`src/rtl/attack_gauge_if.sv`:
```
// ============================================================================
//  Module      : attack_gauge_if
//  Description : Signal bundle between the attack-round controller and its
//                environment.
//                Controls (master -> slave):
//                  tick        gauge-advance enable, one clk wide
//                  atk_start   level, requests an attack round
//                  atk_button  raw player strike button, level
//                  atk_reset   synchronous restart back to IDLE
//                Results (slave -> master):
//                  dmg_mon     damage dealt to the monster, 0..40
//                  atk_gage    current gauge position, 0..100
//                  atk_pass    high while a round result is valid
//                  atk_state   IDLE=0, RUN=1, DONE=2
//  Revision    : 1.0  initial release
// ============================================================================
`default_nettype none

interface attack_gauge_if;
  logic       tick;
  logic       atk_start;
  logic       atk_button;
  logic       atk_reset;
  logic [7:0] dmg_mon;
  logic [7:0] atk_gage;
  logic       atk_pass;
  logic [1:0] atk_state;

  // Environment side: drives the controls and observes the results.
  modport master (
    output tick,
    output atk_start,
    output atk_button,
    output atk_reset,
    input  dmg_mon,
    input  atk_gage,
    input  atk_pass,
    input  atk_state
  );

  // Controller side.
  modport slave (
    input  tick,
    input  atk_start,
    input  atk_button,
    input  atk_reset,
    output dmg_mon,
    output atk_gage,
    output atk_pass,
    output atk_state
  );
endinterface

`default_nettype wire

```
`src/rtl/attack_gauge.sv`:
```
// ============================================================================
//  Module      : attack_gauge
//  Description : Timing-gauge attack round. After a start request the gauge
//                climbs 0..100, one step per tick. A rising edge on the strike
//                button freezes the gauge and converts its distance from the
//                centre (50) into damage: 40 at dead centre, falling by one
//                per step, 0 at 40 or more steps away. Letting the gauge run
//                past 100 is a miss (damage 0). The result is held in DONE
//                until a synchronous restart.
//  Ports       : clk     system clock, rising edge
//                reset   asynchronous active-low reset
//                bus     attack_gauge_if.slave (controls in, results out)
//  Revision    : 1.0  initial release
// ============================================================================
`default_nettype none

module attack_gauge (
  input  wire logic     clk,
  input  wire logic     reset,
  attack_gauge_if.slave bus
);

  // --------------------------------------------------------------------------
  // Constants
  // --------------------------------------------------------------------------
  localparam logic [1:0] c_ST_IDLE  = 2'd0;
  localparam logic [1:0] c_ST_RUN   = 2'd1;
  localparam logic [1:0] c_ST_DONE  = 2'd2;

  localparam logic [7:0] c_GAGE_MAX = 8'd100;
  localparam logic [7:0] c_CENTER   = 8'd50;
  localparam logic [7:0] c_WINDOW   = 8'd40;

  // --------------------------------------------------------------------------
  // State and datapath registers
  // --------------------------------------------------------------------------
  logic [1:0] state_q, state_d;
  logic [7:0] gage_q,  gage_d;
  logic [7:0] dmg_q,   dmg_d;
  logic       pass_q,  pass_d;
  logic       btn_q;

  // --------------------------------------------------------------------------
  // Strike detection and damage arithmetic
  // --------------------------------------------------------------------------
  logic       w_strike;
  logic       w_gage_full;
  logic [7:0] w_dist;
  logic [7:0] w_dmg;

  // Only a fresh press counts. btn_q follows the button in every state, so a
  // button already held when the round starts never looks like an edge.
  assign w_strike    = bus.atk_button & ~btn_q;
  assign w_gage_full = (gage_q == c_GAGE_MAX);

  // Distance from centre is formed by subtracting the smaller operand from
  // the larger one, so the unsigned result can never wrap.
  assign w_dist = (gage_q < c_CENTER) ? (c_CENTER - gage_q)
                                      : (gage_q - c_CENTER);

  assign w_dmg  = (w_dist < c_WINDOW) ? (c_WINDOW - w_dist) : 8'd0;

  // --------------------------------------------------------------------------
  // FSM process 1: state register
  // --------------------------------------------------------------------------
  always_ff @(posedge clk or negedge reset) begin
    if (!reset) begin
      state_q <= c_ST_IDLE;
    end else begin
      state_q <= state_d;
    end
  end

  // --------------------------------------------------------------------------
  // FSM process 2: next-state logic
  // Restart wins over everything; within RUN a strike wins over the final
  // tick, so a press on the same edge as the overflow still scores (with G=100
  // that score is 0).
  // --------------------------------------------------------------------------
  always_comb begin
    state_d = state_q;
    if (bus.atk_reset) begin
      state_d = c_ST_IDLE;
    end else begin
      case (state_q)
        c_ST_IDLE: begin
          if (bus.atk_start) begin
            state_d = c_ST_RUN;
          end
        end
        c_ST_RUN: begin
          if (w_strike) begin
            state_d = c_ST_DONE;
          end else if (bus.tick && w_gage_full) begin
            state_d = c_ST_DONE;
          end
        end
        c_ST_DONE: begin
          state_d = c_ST_DONE;
        end
        default: begin
          // Encoding 3 is unreachable in normal operation; recover to IDLE.
          state_d = c_ST_IDLE;
        end
      endcase
    end
  end

  // --------------------------------------------------------------------------
  // FSM process 3: output / datapath next values
  // All outputs are taken from registers, so this block only prepares the
  // values they load on the next edge.
  // --------------------------------------------------------------------------
  always_comb begin
    gage_d = gage_q;
    dmg_d  = dmg_q;
    pass_d = (state_d == c_ST_DONE);

    if (bus.atk_reset) begin
      gage_d = 8'd0;
      dmg_d  = 8'd0;
    end else begin
      case (state_q)
        c_ST_IDLE: begin
          // Keeps the gauge parked at 0 so RUN always starts from the bottom.
          gage_d = 8'd0;
          dmg_d  = 8'd0;
        end
        c_ST_RUN: begin
          if (w_strike) begin
            // Gauge freezes at the value seen on the strike edge.
            dmg_d = w_dmg;
          end else if (bus.tick) begin
            if (w_gage_full) begin
              dmg_d = 8'd0;
            end else begin
              gage_d = gage_q + 8'd1;
            end
          end
        end
        c_ST_DONE: begin
          gage_d = gage_q;
          dmg_d  = dmg_q;
        end
        default: begin
          gage_d = 8'd0;
          dmg_d  = 8'd0;
        end
      endcase
    end
  end

  // --------------------------------------------------------------------------
  // Datapath registers
  // --------------------------------------------------------------------------
  always_ff @(posedge clk or negedge reset) begin
    if (!reset) begin
      gage_q <= 8'd0;
      dmg_q  <= 8'd0;
      pass_q <= 1'b0;
      btn_q  <= 1'b0;
    end else begin
      gage_q <= gage_d;
      dmg_q  <= dmg_d;
      pass_q <= pass_d;
      btn_q  <= bus.atk_button;
    end
  end

  // --------------------------------------------------------------------------
  // Registered outputs
  // --------------------------------------------------------------------------
  assign bus.dmg_mon   = dmg_q;
  assign bus.atk_gage  = gage_q;
  assign bus.atk_pass  = pass_q;
  assign bus.atk_state = state_q;

endmodule

`default_nettype wire

```
`src/flat_wrapper.sv`:
```
// flat-port wrapper written by rule: the top's interface ports become plain ports
module attack_gauge_flat 
  (clk, reset, bus_tick, bus_atk_start, bus_atk_button, bus_atk_reset, bus_dmg_mon, bus_atk_gage, bus_atk_pass, bus_atk_state);
  attack_gauge_if bus_i ();
  input  wire logic clk;
  input  wire logic reset;
  input wire logic [$bits(bus_i.tick)-1:0] bus_tick;
  input wire logic [$bits(bus_i.atk_start)-1:0] bus_atk_start;
  input wire logic [$bits(bus_i.atk_button)-1:0] bus_atk_button;
  input wire logic [$bits(bus_i.atk_reset)-1:0] bus_atk_reset;
  output wire logic [$bits(bus_i.dmg_mon)-1:0] bus_dmg_mon;
  output wire logic [$bits(bus_i.atk_gage)-1:0] bus_atk_gage;
  output wire logic [$bits(bus_i.atk_pass)-1:0] bus_atk_pass;
  output wire logic [$bits(bus_i.atk_state)-1:0] bus_atk_state;
  assign bus_i.tick = bus_tick;
  assign bus_i.atk_start = bus_atk_start;
  assign bus_i.atk_button = bus_atk_button;
  assign bus_i.atk_reset = bus_atk_reset;
  assign bus_dmg_mon = bus_i.dmg_mon;
  assign bus_atk_gage = bus_i.atk_gage;
  assign bus_atk_pass = bus_i.atk_pass;
  assign bus_atk_state = bus_i.atk_state;
  attack_gauge u_core (.clk(clk), .reset(reset), .bus(bus_i));
endmodule
```
`config.mk`:
```
export PLATFORM = sky130hd
export DESIGN_NAME = attack_gauge_flat
export DESIGN_NICKNAME = d
export VERILOG_FILES = /design/src/rtl/attack_gauge_if.sv /design/src/rtl/attack_gauge.sv /design/src/flat_wrapper.sv
export SDC_FILE = /design/constraint.sdc
export NUM_CORES = 1
export LEC_CHECK = 0
export CORE_ASPECT_RATIO = 0.8
export CORE_MARGIN = 4
export CORE_UTILIZATION = 25
export DETAILED_ROUTE_END_ITERATION = 10
export PLACE_DENSITY = 0.5
export SYNTH_ARGS = -nofsm -noshare
export SYNTH_HDL_FRONTEND = slang
export SYNTH_SLANG_ARGS = --single-unit
```
`constraint.sdc`:
```
create_clock -name clk -period 2.9 [get_ports clk]
set_clock_uncertainty 0.1 [all_clocks]
set_input_delay 0.58 -clock clk [delete_from_list [all_inputs] [get_ports clk]]
set_output_delay 0.58 -clock clk [all_outputs]
set_load 0.01 [all_outputs]
```
==> flow_summary.html, run 1 <==
<table>
<tr><th>Metric</th><th>Value</th></tr>
<tr><th colspan="2">Synthesis</th></tr>
<tr><td>Sequential fraction of the synthesis area</td><td>37.1%</td></tr>
<tr><td>Dominant synthesized flop cell</td><td>sky130_fd_sc_hd__dfrtp_1</td></tr>
<tr><td>Top cell types by occurrence after synthesis</td><td>20 x sky130_fd_sc_hd__dfrtp_1, 11 x sky130_fd_sc_hd__nor2_1, 9 x sky130_fd_sc_hd__nand2_1</td></tr>
<tr><td>Synthesized netlist cell count</td><td>between 100 and 150</td></tr>
<tr><td>Dominant cell by count in the synthesized netlist</td><td>sky130_fd_sc_hd__dfrtp_1</td></tr>
<tr><td>Number of warning messages in the yosys log</td><td>0</td></tr>
<tr><td>Post-Synthesis Mean Instance Area</td><td>about 9.6 um^2</td></tr>
<tr><td>Largest area contributor in the netlist</td><td>sky130_fd_sc_hd__dfrtp_1</td></tr>
<tr><td>Cells taking the most area after synthesis</td><td>sky130_fd_sc_hd__dfrtp_1 37%, sky130_fd_sc_hd__ha_1 6.5%, sky130_fd_sc_hd__xnor2_1 3.2%</td></tr>
<tr><td>Syn_nets</td><td>153</td></tr>
<tr><td>Share of the synthesized area in the top cell type</td><td>37.1%</td></tr>
<tr><td>Number of flops mapped to enable cells by yosys</td><td>0</td></tr>
<tr><td>Synthesized flop and latch total</td><td>20</td></tr>
<tr><td>Netlist cell types</td><td>48</td></tr>
<tr><td>Async SR Flop Fraction</td><td>100%</td></tr>
<tr><td>Synthesized area</td><td>roughly 1400 um^2</td></tr>
<tr><th colspan="2">Floorplan</th></tr>
<tr><td>Placeable Area</td><td>between 5000 and 6000 um^2</td></tr>
<tr><td>Vertical die dimension</td><td>between 70 and 80 um</td></tr>
<tr><td>Width of the die</td><td>between 90 and 100 um</td></tr>
<tr><td>Starting density of the core</td><td>26.4%</td></tr>
<tr><td>Overall die area</td><td>6650 um^2</td></tr>
<tr><td>Number of placement rows</td><td>23</td></tr>
<tr><td>Count of pins on the block boundary</td><td>25</td></tr>
<tr><th colspan="2">Placement</th></tr>
<tr><td>Placer Congestion</td><td>roughly 0.88</td></tr>
<tr><td>Worst setup timing slack at the placement stage</td><td>0.152 ns</td></tr>
<tr><td>Port Buffer Count</td><td>24</td></tr>
<tr><td>HPWL after detailed placement</td><td>2500 um</td></tr>
<tr><td># placed instances</td><td>226</td></tr>
<tr><th colspan="2">CTS</th></tr>
<tr><td>Clock tree from TritonCTS</td><td>built</td></tr>
<tr><td>Clock root buffer</td><td>sky130_fd_sc_hd__clkbuf_8</td></tr>
<tr><td>Number of buffers added for setup after CTS</td><td>0</td></tr>
<tr><td>Clock-pin slew on the worst setup and hold paths</td><td>~0.08 ns</td></tr>
<tr><td>Clk_lat worst skew</td><td>0.26 ns</td></tr>
<tr><td>CTS HTree Levels</td><td>1</td></tr>
<tr><td>Clk sink count</td><td>20</td></tr>
<tr><td>Clock buffers created by TritonCTS</td><td>3</td></tr>
<tr><td>Maximum number of buffers from clock root to sink</td><td>2</td></tr>
<tr><th colspan="2">Power</th></tr>
<tr><td>Maximum resistive drop on vdd</td><td>approximately 140 uV</td></tr>
<tr><td>Total chip power</td><td>0.621 mW</td></tr>
<tr><td>P per Cell Area</td><td>356 nW/um^2</td></tr>
<tr><td>Leakage</td><td>between 0.7 and 0.8 nW</td></tr>
<tr><th colspan="2">Critical path</th></tr>
<tr><td>Peak fanout along the critical path</td><td>4</td></tr>
<tr><td>Kind of critical path</td><td>register to register</td></tr>
<tr><td>Most common cell on crit path</td><td>sky130_fd_sc_hd__a2111oi_1</td></tr>
<tr><td>Kind of cell adding the most delay to the critical path</td><td>compound AO/OA/AOI/OAI gates</td></tr>
<tr><td>Buffering stage count on the worst path with inverters included</td><td>1</td></tr>
<tr><td>Worst setup EP type</td><td>register</td></tr>
<tr><td>CP max stage delay</td><td>0.53 ns</td></tr>
<tr><td>Ordered list of cells on the worst path</td><td>inv_1 -&gt; ha_1 -&gt; nand2b_1 -&gt; a31o_2 -&gt; a2111oi_1 -&gt; o31ai_1 -&gt; a2111oi_1 -&gt; a221o_1</td></tr>
<tr><td>Required arrival time at the worst endpoint</td><td>3.00 ns</td></tr>
<tr><td>Standard cell with the maximum stage delay on the critical path</td><td>sky130_fd_sc_hd__a2111oi_1</td></tr>
<tr><td>Worst EP arrival</td><td>2.70 ns</td></tr>
<tr><td>Path length in cells of the critical path</td><td>8</td></tr>
<tr><td>Worst Setup Start Kind</td><td>register</td></tr>
<tr><td>Cells on worst reg2reg path</td><td>8</td></tr>
<tr><th colspan="2">Timing</th></tr>
<tr><td>Setup tns final</td><td>0 ns</td></tr>
<tr><td>Share of the clock period used by the worst path after layout</td><td>89.6%</td></tr>
<tr><td>Number of max-slew violations in the final report</td><td>0</td></tr>
<tr><td>Setup WS post-layout</td><td>0.301 ns</td></tr>
<tr><td>Upper clock frequency limit</td><td>roughly 380 MHz</td></tr>
<tr><td>RSZ-0062 raised after global routing</td><td>no</td></tr>
<tr><td>Hold Fails Final Rpt</td><td>0</td></tr>
<tr><td>Final setup fails</td><td>0</td></tr>
<tr><td>Final critical-path required period</td><td>between 2 and 3 ns</td></tr>
<tr><td>Worst hold slack across all endpoints</td><td>0.387 ns</td></tr>
<tr><td>Worst slew margin relative to its limit</td><td>between 50% and 60%</td></tr>
<tr><td>Slew of the pin with the lowest slew margin</td><td>between 0.7 and 0.8 ns</td></tr>
<tr><th colspan="2">Route</th></tr>
<tr><td>Starting DRC count in detailed routing</td><td>84</td></tr>
<tr><td>Count of vias placed by the detailed router</td><td>roughly 1.2k</td></tr>
<tr><td>Final WL</td><td>3370 um</td></tr>
<tr><td>Routed wirelength normalized by instance count</td><td>14.7 um</td></tr>
<tr><td>Detail Route Antenna Nets</td><td>0</td></tr>
<tr><td>Vias per cell</td><td>5.05</td></tr>
<tr><td>Total DRC errors in the routed layout</td><td>0</td></tr>
<tr><td>Number of iterations in the first detailed-routing pass</td><td>4</td></tr>
<tr><th colspan="2">Final layout</th></tr>
<tr><td>Layout cells sized above 1</td><td>10.1%</td></tr>
<tr><td>Filler cell count</td><td>513</td></tr>
<tr><td>Final net count</td><td>182</td></tr>
<tr><td>Area Overhead vs Synth</td><td>29.3%</td></tr>
<tr><td>Ant. Diodes</td><td>0</td></tr>
<tr><td>Layout Cells excl Fill</td><td>230</td></tr>
<tr><th colspan="2">Global route</th></tr>
<tr><td>Pin count of the biggest net entering global routing</td><td>21</td></tr>
<tr><td>Via count of the first global-routing pass</td><td>1134</td></tr>
<tr><td>Initial antenna violation count</td><td>0</td></tr>
<tr><td>Total grt overflow</td><td>0</td></tr>
<tr><td>Wire length of the first global-routing pass</td><td>between 5000 and 6000 um</td></tr>
<tr><td>Total Routing Usage GR</td><td>10.6%</td></tr>
<tr><th colspan="2">Run status</th></tr>
<tr><td>Run status</td><td>complete, no violations</td></tr>
<tr><th colspan="2">Min path</th></tr>
<tr><td>Number of instances on the worst hold path</td><td>1</td></tr>
<tr><td>Path category of the worst min-delay check</td><td>register to register</td></tr>
<tr><th colspan="2">Job</th></tr>
<tr><td>Max-capacitance violation count</td><td>0</td></tr>
</table>
[state kept, by name (all words and copies together), names as in the netlist]
| signal | flops |
|---|---|
| u_core.bus.atk_state | 2 |
| u_core.bus.atk_gage | 8 |
| u_core.btn_q | 1 |
| u_core.bus.atk_pass | 1 |
| u_core.bus.dmg_mon | 8 |
[worst paths after layout]
| path | from | end | slack (ns) |
|---|---|---|---|
| worst max-delay path | u_core.bus.atk_gage[1]$_DFFE_PN0P_ | u_core.bus.dmg_mon[4]$_DFFE_PN0P_ | 0.30 |
| min in group asynchronous | reset | u_core.bus.atk_gage[1]$_DFFE_PN0P_ | 0.56 |
| worst max register to register | u_core.bus.atk_gage[1]$_DFFE_PN0P_ | u_core.bus.dmg_mon[4]$_DFFE_PN0P_ | 0.30 |
| worst min register to register | u_core.bus.dmg_mon[6]$_DFFE_PN0P_ | u_core.bus.dmg_mon[6]$_DFFE_PN0P_ | 0.39 |
| max in group asynchronous | reset | u_core.bus.atk_state[1]$_DFF_PN0_ | 1.93 |
| worst min-delay path | u_core.bus.dmg_mon[6]$_DFFE_PN0P_ | u_core.bus.dmg_mon[6]$_DFFE_PN0P_ | 0.39 |
[logic make-up (layout without fill, tap and decap cells)]
kind of cell | after synthesis | count (layout) | synth area share [%]
AO/OA/AOI/OAI | 33 | 33 | 20.0
XOR/XNOR | 9 | 9 | 5.84
adder cells (fa/ha/maj) | 7 | 7 | 6.49
buffers and inverters | 11 | 39 | 4.36
flip-flops | 20 | 20 | 37.1
multiplexers | 5 | 5 | 3.80
AND/OR/NAND/NOR | 55 | 55 | 22.4
[stage by stage]
step / instance area, um^2 / utilization (%)
after floorplan: 1350 / -
after global placement: 1670 / 32.7
after detailed placement: 1670 / 32.7
after CTS: 1740 / 34.0
after global routing: 1750 / 34.1
final: 1750 / 34.1
[area by class of cell]
| cell class | instances | area (um^2) | area share (%) |
|---|---|---|---|
| Inverter | 5 | 18.8 | 1.08 |
| Multi-Input combinational cell | 109 | 792 | 45.4 |
| Timing Repair Buffer | 30 | 285 | 16.3 |
| Tap cell | 62 | 77.6 | 4.44 |
| Clock inverter | 1 | 30.0 | 1.72 |
| Sequential cell | 20 | 500 | 28.7 |
| Clock buffer | 3 | 41.3 | 2.37 |
[metal layers]
metal / track usage [%] / wire length, um / up-vias
met2: 16.3 / 1300 / 44
li1: - / - / 581
met5: 0 / 0 / -
met1: 14.9 / 1840 / 535
met3: 3.38 / 220 / 2
met4: 1.19 / 12 / 0
[placed cells by master (no fill, tap or decap), types with 2 or more instances in the layout]
cell                              count
sky130_fd_sc_hd__a2111oi_1            3
sky130_fd_sc_hd__a21oi_1              3
sky130_fd_sc_hd__a221o_1              2
sky130_fd_sc_hd__a32o_1               2
sky130_fd_sc_hd__and2_1               5
sky130_fd_sc_hd__buf_4                6
sky130_fd_sc_hd__clkbuf_8             3
sky130_fd_sc_hd__clkdlybuf4s50_1     24
sky130_fd_sc_hd__dfrtp_1             20
sky130_fd_sc_hd__ha_1                 7
sky130_fd_sc_hd__inv_1                5
sky130_fd_sc_hd__mux2i_1              4
sky130_fd_sc_hd__nand2_1              9
sky130_fd_sc_hd__nand2b_1             5
sky130_fd_sc_hd__nand3_1              4
sky130_fd_sc_hd__nand4_1              3
sky130_fd_sc_hd__nor2_1              11
sky130_fd_sc_hd__nor2b_1              2
sky130_fd_sc_hd__nor3_1               5
sky130_fd_sc_hd__nor3b_1              2
sky130_fd_sc_hd__o21ai_0              4
sky130_fd_sc_hd__o21ai_1              2
sky130_fd_sc_hd__o21bai_1             2
sky130_fd_sc_hd__or3_1                3
sky130_fd_sc_hd__xnor2_1              5
sky130_fd_sc_hd__xor2_1               4
[where the power goes]
| group | total (mW) | switching, mW | internal (mW) |
|---|---|---|---|
| Clock | 0.286 | 0.101 | 0.184 |
| Sequential | 0.286 | 0.00404 | 0.282 |
| Combinational | 0.0497 | 0.0274 | 0.0222 |
[timing repair]
item,CTS,global route
endpoints found under the setup margin,0,1
resized for setup,0,1
hold buffers,0,0
Note: power is estimated with default switching activity, not from simulation.
==> run 2, diff against run 1 <==
SLEW_MARGIN = 30   (was default)
==> results of run 2 <==
Same layout as run 1: the final DEF is identical, and so are final timing and power.
==> run 3, diff against run 2 <==
CORE_UTILIZATION = 46   (was 25)
PLACE_DENSITY = 0.8   (was 0.5)
SKIP_CTS_REPAIR_TIMING = 1   (was default)
clock period = 2.11 ns   (was 2.9 ns; I/O delays follow)
==> run 3 against run 2 <==
Effect of this change: register-to-register slack lost 0.60 ns; sequential cell count is the same; the run now ends with setup timing left; largest cell class unchanged; global-route usage grew 15 points; critical path type unchanged.
==> flow_summary.html, run 3 (synthesized netlist as in run 1, its figures left out) <==
<table>
<tr><th>Metric</th><th>Value</th></tr>
<tr><th colspan="2">Run status</th></tr>
<tr><td>Run status</td><td>finished, violations left</td></tr>
<tr><td>Violations in the final reports</td><td>setup timing</td></tr>
<tr><th colspan="2">Final layout</th></tr>
<tr><td>Layout cells sized above 1</td><td>46.0% (+36 points)</td></tr>
<tr><td>Leading cell types in the layout, fill and taps excluded</td><td>45 x sky130_fd_sc_hd__buf_4, 24 x sky130_fd_sc_hd__clkdlybuf4s50_1, 18 x sky130_fd_sc_hd__dfrtp_1</td></tr>
<tr><td>Most common cell after layout, fill and taps aside</td><td>sky130_fd_sc_hd__buf_4</td></tr>
<tr><td>Area Overhead vs Synth</td><td>74.2%</td></tr>
<tr><td>Multi-input combinational cell area</td><td>1060 um^2 (+34%)</td></tr>
<tr><td>Ant. Diodes</td><td>0 (unchanged)</td></tr>
<tr><td>Cell area after layout</td><td>2350 um^2 (+35%)</td></tr>
<tr><td>Area taken by flip-flops and latches</td><td>503 um^2 (+0.50%)</td></tr>
<tr><td>Filler cell count</td><td>136 (-73%)</td></tr>
<tr><td>Final net count</td><td>227 (+25%)</td></tr>
<tr><th colspan="2">CTS</th></tr>
<tr><td>Clk sink count</td><td>20 (unchanged)</td></tr>
<tr><td>Clk_lat worst skew</td><td>0.27 ns (about the same)</td></tr>
<tr><td>CTS HTree Levels</td><td>1 (unchanged)</td></tr>
<tr><td>Clock root buffer</td><td>sky130_fd_sc_hd__clkbuf_8</td></tr>
<tr><td>Clock-pin slew on the worst setup and hold paths</td><td>0.08 ns (about the same)</td></tr>
<tr><td>Clock tree from TritonCTS</td><td>built</td></tr>
<tr><td>Maximum number of buffers from clock root to sink</td><td>2 (unchanged)</td></tr>
<tr><td>Clock buffers created by TritonCTS</td><td>3 (unchanged)</td></tr>
<tr><th colspan="2">Timing</th></tr>
<tr><td>Final setup fails</td><td>13 (+13)</td></tr>
<tr><td>Slew of the pin with the lowest slew margin</td><td>0.464 ns (-0.269 ns)</td></tr>
<tr><td>Upper clock frequency limit</td><td>415 MHz (+7.9%)</td></tr>
<tr><td>RSZ-0062 raised after global routing</td><td>yes</td></tr>
<tr><td>Setup WS post-layout</td><td>-0.298 ns (-0.599 ns)</td></tr>
<tr><td>Final critical-path required period</td><td>2.41 ns (-0.191 ns)</td></tr>
<tr><td>Setup tns final</td><td>-1.68 ns (-1.68 ns)</td></tr>
<tr><td>Hold Fails Final Rpt</td><td>0 (unchanged)</td></tr>
<tr><td>Worst slew margin relative to its limit</td><td>69.0% (+18 points)</td></tr>
<tr><td>Number of max-slew violations in the final report</td><td>0 (unchanged)</td></tr>
<tr><td>Share of the clock period used by the worst path after layout</td><td>114% (+25 points)</td></tr>
<tr><th colspan="2">Critical path</th></tr>
<tr><td>Ordered list of cells on the worst path</td><td>o311a_4 -&gt; nor3_4 -&gt; mux2i_1 -&gt; or3_4 -&gt; and2_4 -&gt; a221o_1</td></tr>
<tr><td>Peak fanout along the critical path</td><td>4 (unchanged)</td></tr>
<tr><td>Worst Setup Start Kind</td><td>register</td></tr>
<tr><td>Worst EP arrival</td><td>2.46 ns (-0.24 ns)</td></tr>
<tr><td>Kind of cell adding the most delay to the critical path</td><td>simple AND/OR/NAND/NOR gates</td></tr>
<tr><td>Buffering stage count on the worst path with inverters included</td><td>0 (-1)</td></tr>
<tr><td>CP max stage delay</td><td>0.45 ns (-0.08 ns)</td></tr>
<tr><td>Kind of critical path</td><td>register to register</td></tr>
<tr><td>Required arrival time at the worst endpoint</td><td>2.17 ns (-0.83 ns)</td></tr>
<tr><td>Worst setup EP type</td><td>register</td></tr>
<tr><td>Standard cell with the maximum stage delay on the critical path</td><td>sky130_fd_sc_hd__dfrtp_2</td></tr>
<tr><th colspan="2">Placement</th></tr>
<tr><td>Placer Congestion</td><td>0.940 (+6.6%)</td></tr>
<tr><td>Post-DP Area</td><td>1950 um^2 (+17%)</td></tr>
<tr><td>Port Buffer Count</td><td>24 (unchanged)</td></tr>
<tr><td>HPWL after detailed placement</td><td>3260 um (+30%)</td></tr>
<tr><td>Worst setup timing slack at the placement stage</td><td>-0.309 ns (-0.461 ns)</td></tr>
<tr><th colspan="2">Power</th></tr>
<tr><td>P per Cell Area</td><td>384 nW/um^2 (+7.9%)</td></tr>
<tr><td>Leakage</td><td>1.03 nW (+44%)</td></tr>
<tr><td>Total chip power</td><td>0.903 mW (+45%)</td></tr>
<tr><td>Maximum resistive drop on vdd</td><td>417 uV (+200%)</td></tr>
<tr><th colspan="2">Floorplan</th></tr>
<tr><td>Number of placement rows</td><td>17 (-26%)</td></tr>
<tr><td>Vertical die dimension</td><td>56.5 um (-23%)</td></tr>
<tr><td>Count of pins on the block boundary</td><td>25 (unchanged)</td></tr>
<tr><td>Width of the die</td><td>68.6 um (-24%)</td></tr>
<tr><td>Placeable Area</td><td>2790 um^2 (-46%)</td></tr>
<tr><td>Overall die area</td><td>3870 um^2 (-42%)</td></tr>
<tr><td>Starting density of the core</td><td>48.5% (+22 points)</td></tr>
<tr><th colspan="2">Global route</th></tr>
<tr><td>Met1 GRT Util</td><td>34.0% (+19 points)</td></tr>
<tr><td>Total grt overflow</td><td>0 (unchanged)</td></tr>
<tr><td>Wire length of the first global-routing pass</td><td>7360 um (+29%)</td></tr>
<tr><td>Met2 track demand over resource</td><td>40.8% (+25 points)</td></tr>
<tr><td>Via count of the first global-routing pass</td><td>1469 (+30%)</td></tr>
<tr><td>Total Routing Usage GR</td><td>25.4% (+15 points)</td></tr>
<tr><td>Layer with the highest usage after global routing</td><td>met2</td></tr>
<tr><td>Pin count of the biggest net entering global routing</td><td>21 (unchanged)</td></tr>
<tr><td>Met3 usage in global routing</td><td>3.60% (+0.22 points)</td></tr>
<tr><td>Initial antenna violation count</td><td>0 (unchanged)</td></tr>
<tr><th colspan="2">Route</th></tr>
<tr><td>Starting DRC count in detailed routing</td><td>76 (-9.5%)</td></tr>
<tr><td>Detail Route Antenna Nets</td><td>0 (unchanged)</td></tr>
<tr><td>Routed wirelength normalized by instance count</td><td>23.0 um (+57%)</td></tr>
<tr><td>Total DRC errors in the routed layout</td><td>0 (unchanged)</td></tr>
<tr><td>Final WL</td><td>5770 um (+71%)</td></tr>
<tr><td>Vias per cell</td><td>6.27 (+24%)</td></tr>
<tr><td>Number of iterations in the first detailed-routing pass</td><td>4 (unchanged)</td></tr>
<tr><td>Count of vias placed by the detailed router</td><td>1573 (+35%)</td></tr>
<tr><th colspan="2">Job</th></tr>
<tr><td>Max-capacitance violation count</td><td>0 (unchanged)</td></tr>
<tr><th colspan="2">Min path</th></tr>
<tr><td>Path category of the worst min-delay check</td><td>input port to asynchronous set/reset pin</td></tr>
</table>
run 3: changes by cell type in the layout (fill, tap and decap cells not counted), moves of 3 or more:
cell                        change
sky130_fd_sc_hd__a2111oi_1      -3
sky130_fd_sc_hd__xnor2_1        -3
sky130_fd_sc_hd__inv_1          -4
sky130_fd_sc_hd__ha_1           -4
sky130_fd_sc_hd__buf_6          +6
sky130_fd_sc_hd__nor3_2         +3
sky130_fd_sc_hd__buf_4         +39
sky130_fd_sc_hd__nor3_1         -3
run 3: stage by stage:
step / hold slack, ns / utilization, % / cells
detailed placement: 0.383 / 70.0 / 237
CTS: 0.399 / 72.5 / 241
finish: 0.389 / 84.4 / 251
global placement: 0.369 / 70.0 / 237
global route: 0.404 / 84.4 / 251
floorplan: 0.0264 / - / 140
run 3: final cells by class:
cell class              instances  area share [%]
inverters                       5            1.01
multi-input cells             109            45.1
repair buffers                 75            27.4
clock buffers                   3            1.76
flip-flops and latches         20            21.4
clock inverters                 1            1.28
well taps                      38            2.02
run 3: path summary, 6_finish.rpt:
check                                                    from                                 end  slack (ns)  depth (start not counted)
min in group clk            u_core.bus.dmg_mon[2]$_DFFE_PN0P_   u_core.bus.dmg_mon[2]$_DFFE_PN0P_        0.42                          1
max                        u_core.bus.atk_gage[2]$_DFFE_PN0P_   u_core.bus.dmg_mon[3]$_DFFE_PN0P_       -0.30                          6
max in group asynchronous                               reset  u_core.bus.atk_gage[2]$_DFFE_PN0P_        1.28                          2
min reg2reg                 u_core.bus.dmg_mon[2]$_DFFE_PN0P_   u_core.bus.dmg_mon[2]$_DFFE_PN0P_        0.42                          1
max reg2reg                u_core.bus.atk_gage[2]$_DFFE_PN0P_   u_core.bus.dmg_mon[3]$_DFFE_PN0P_       -0.30                          6
min                                                     reset  u_core.bus.atk_gage[7]$_DFFE_PN0P_        0.39                          2
run 3: per-layer routing:
| metal | up-vias | part of all wire, % |
|---|---|---|
| li1 | 665 | - |
| met1 | 780 | 39 |
| met2 | 94 | 47 |
| met3 | 34 | 7.4 |
| met4 | 0 | 6.1 |
| met5 | - | 0 |
run 3: where the power goes:
group | switching [mW] | total [mW] | internal [mW]
Clock | 0.147 | 0.400 | 0.254
Combinational | 0.0565 | 0.110 | 0.0533
Sequential | 0.00527 | 0.393 | 0.388
Total | 0.208 | 0.903 | 0.695
run 3: worst register-to-register path: stages (launching register included):
cell	delay, ns
sky130_fd_sc_hd__dfrtp_2	0.45
sky130_fd_sc_hd__o311a_4	0.41
sky130_fd_sc_hd__nor3_4	0.27
sky130_fd_sc_hd__mux2i_1	0.16
sky130_fd_sc_hd__or3_4	0.43
sky130_fd_sc_hd__and2_4	0.19
sky130_fd_sc_hd__a221o_1	0.30
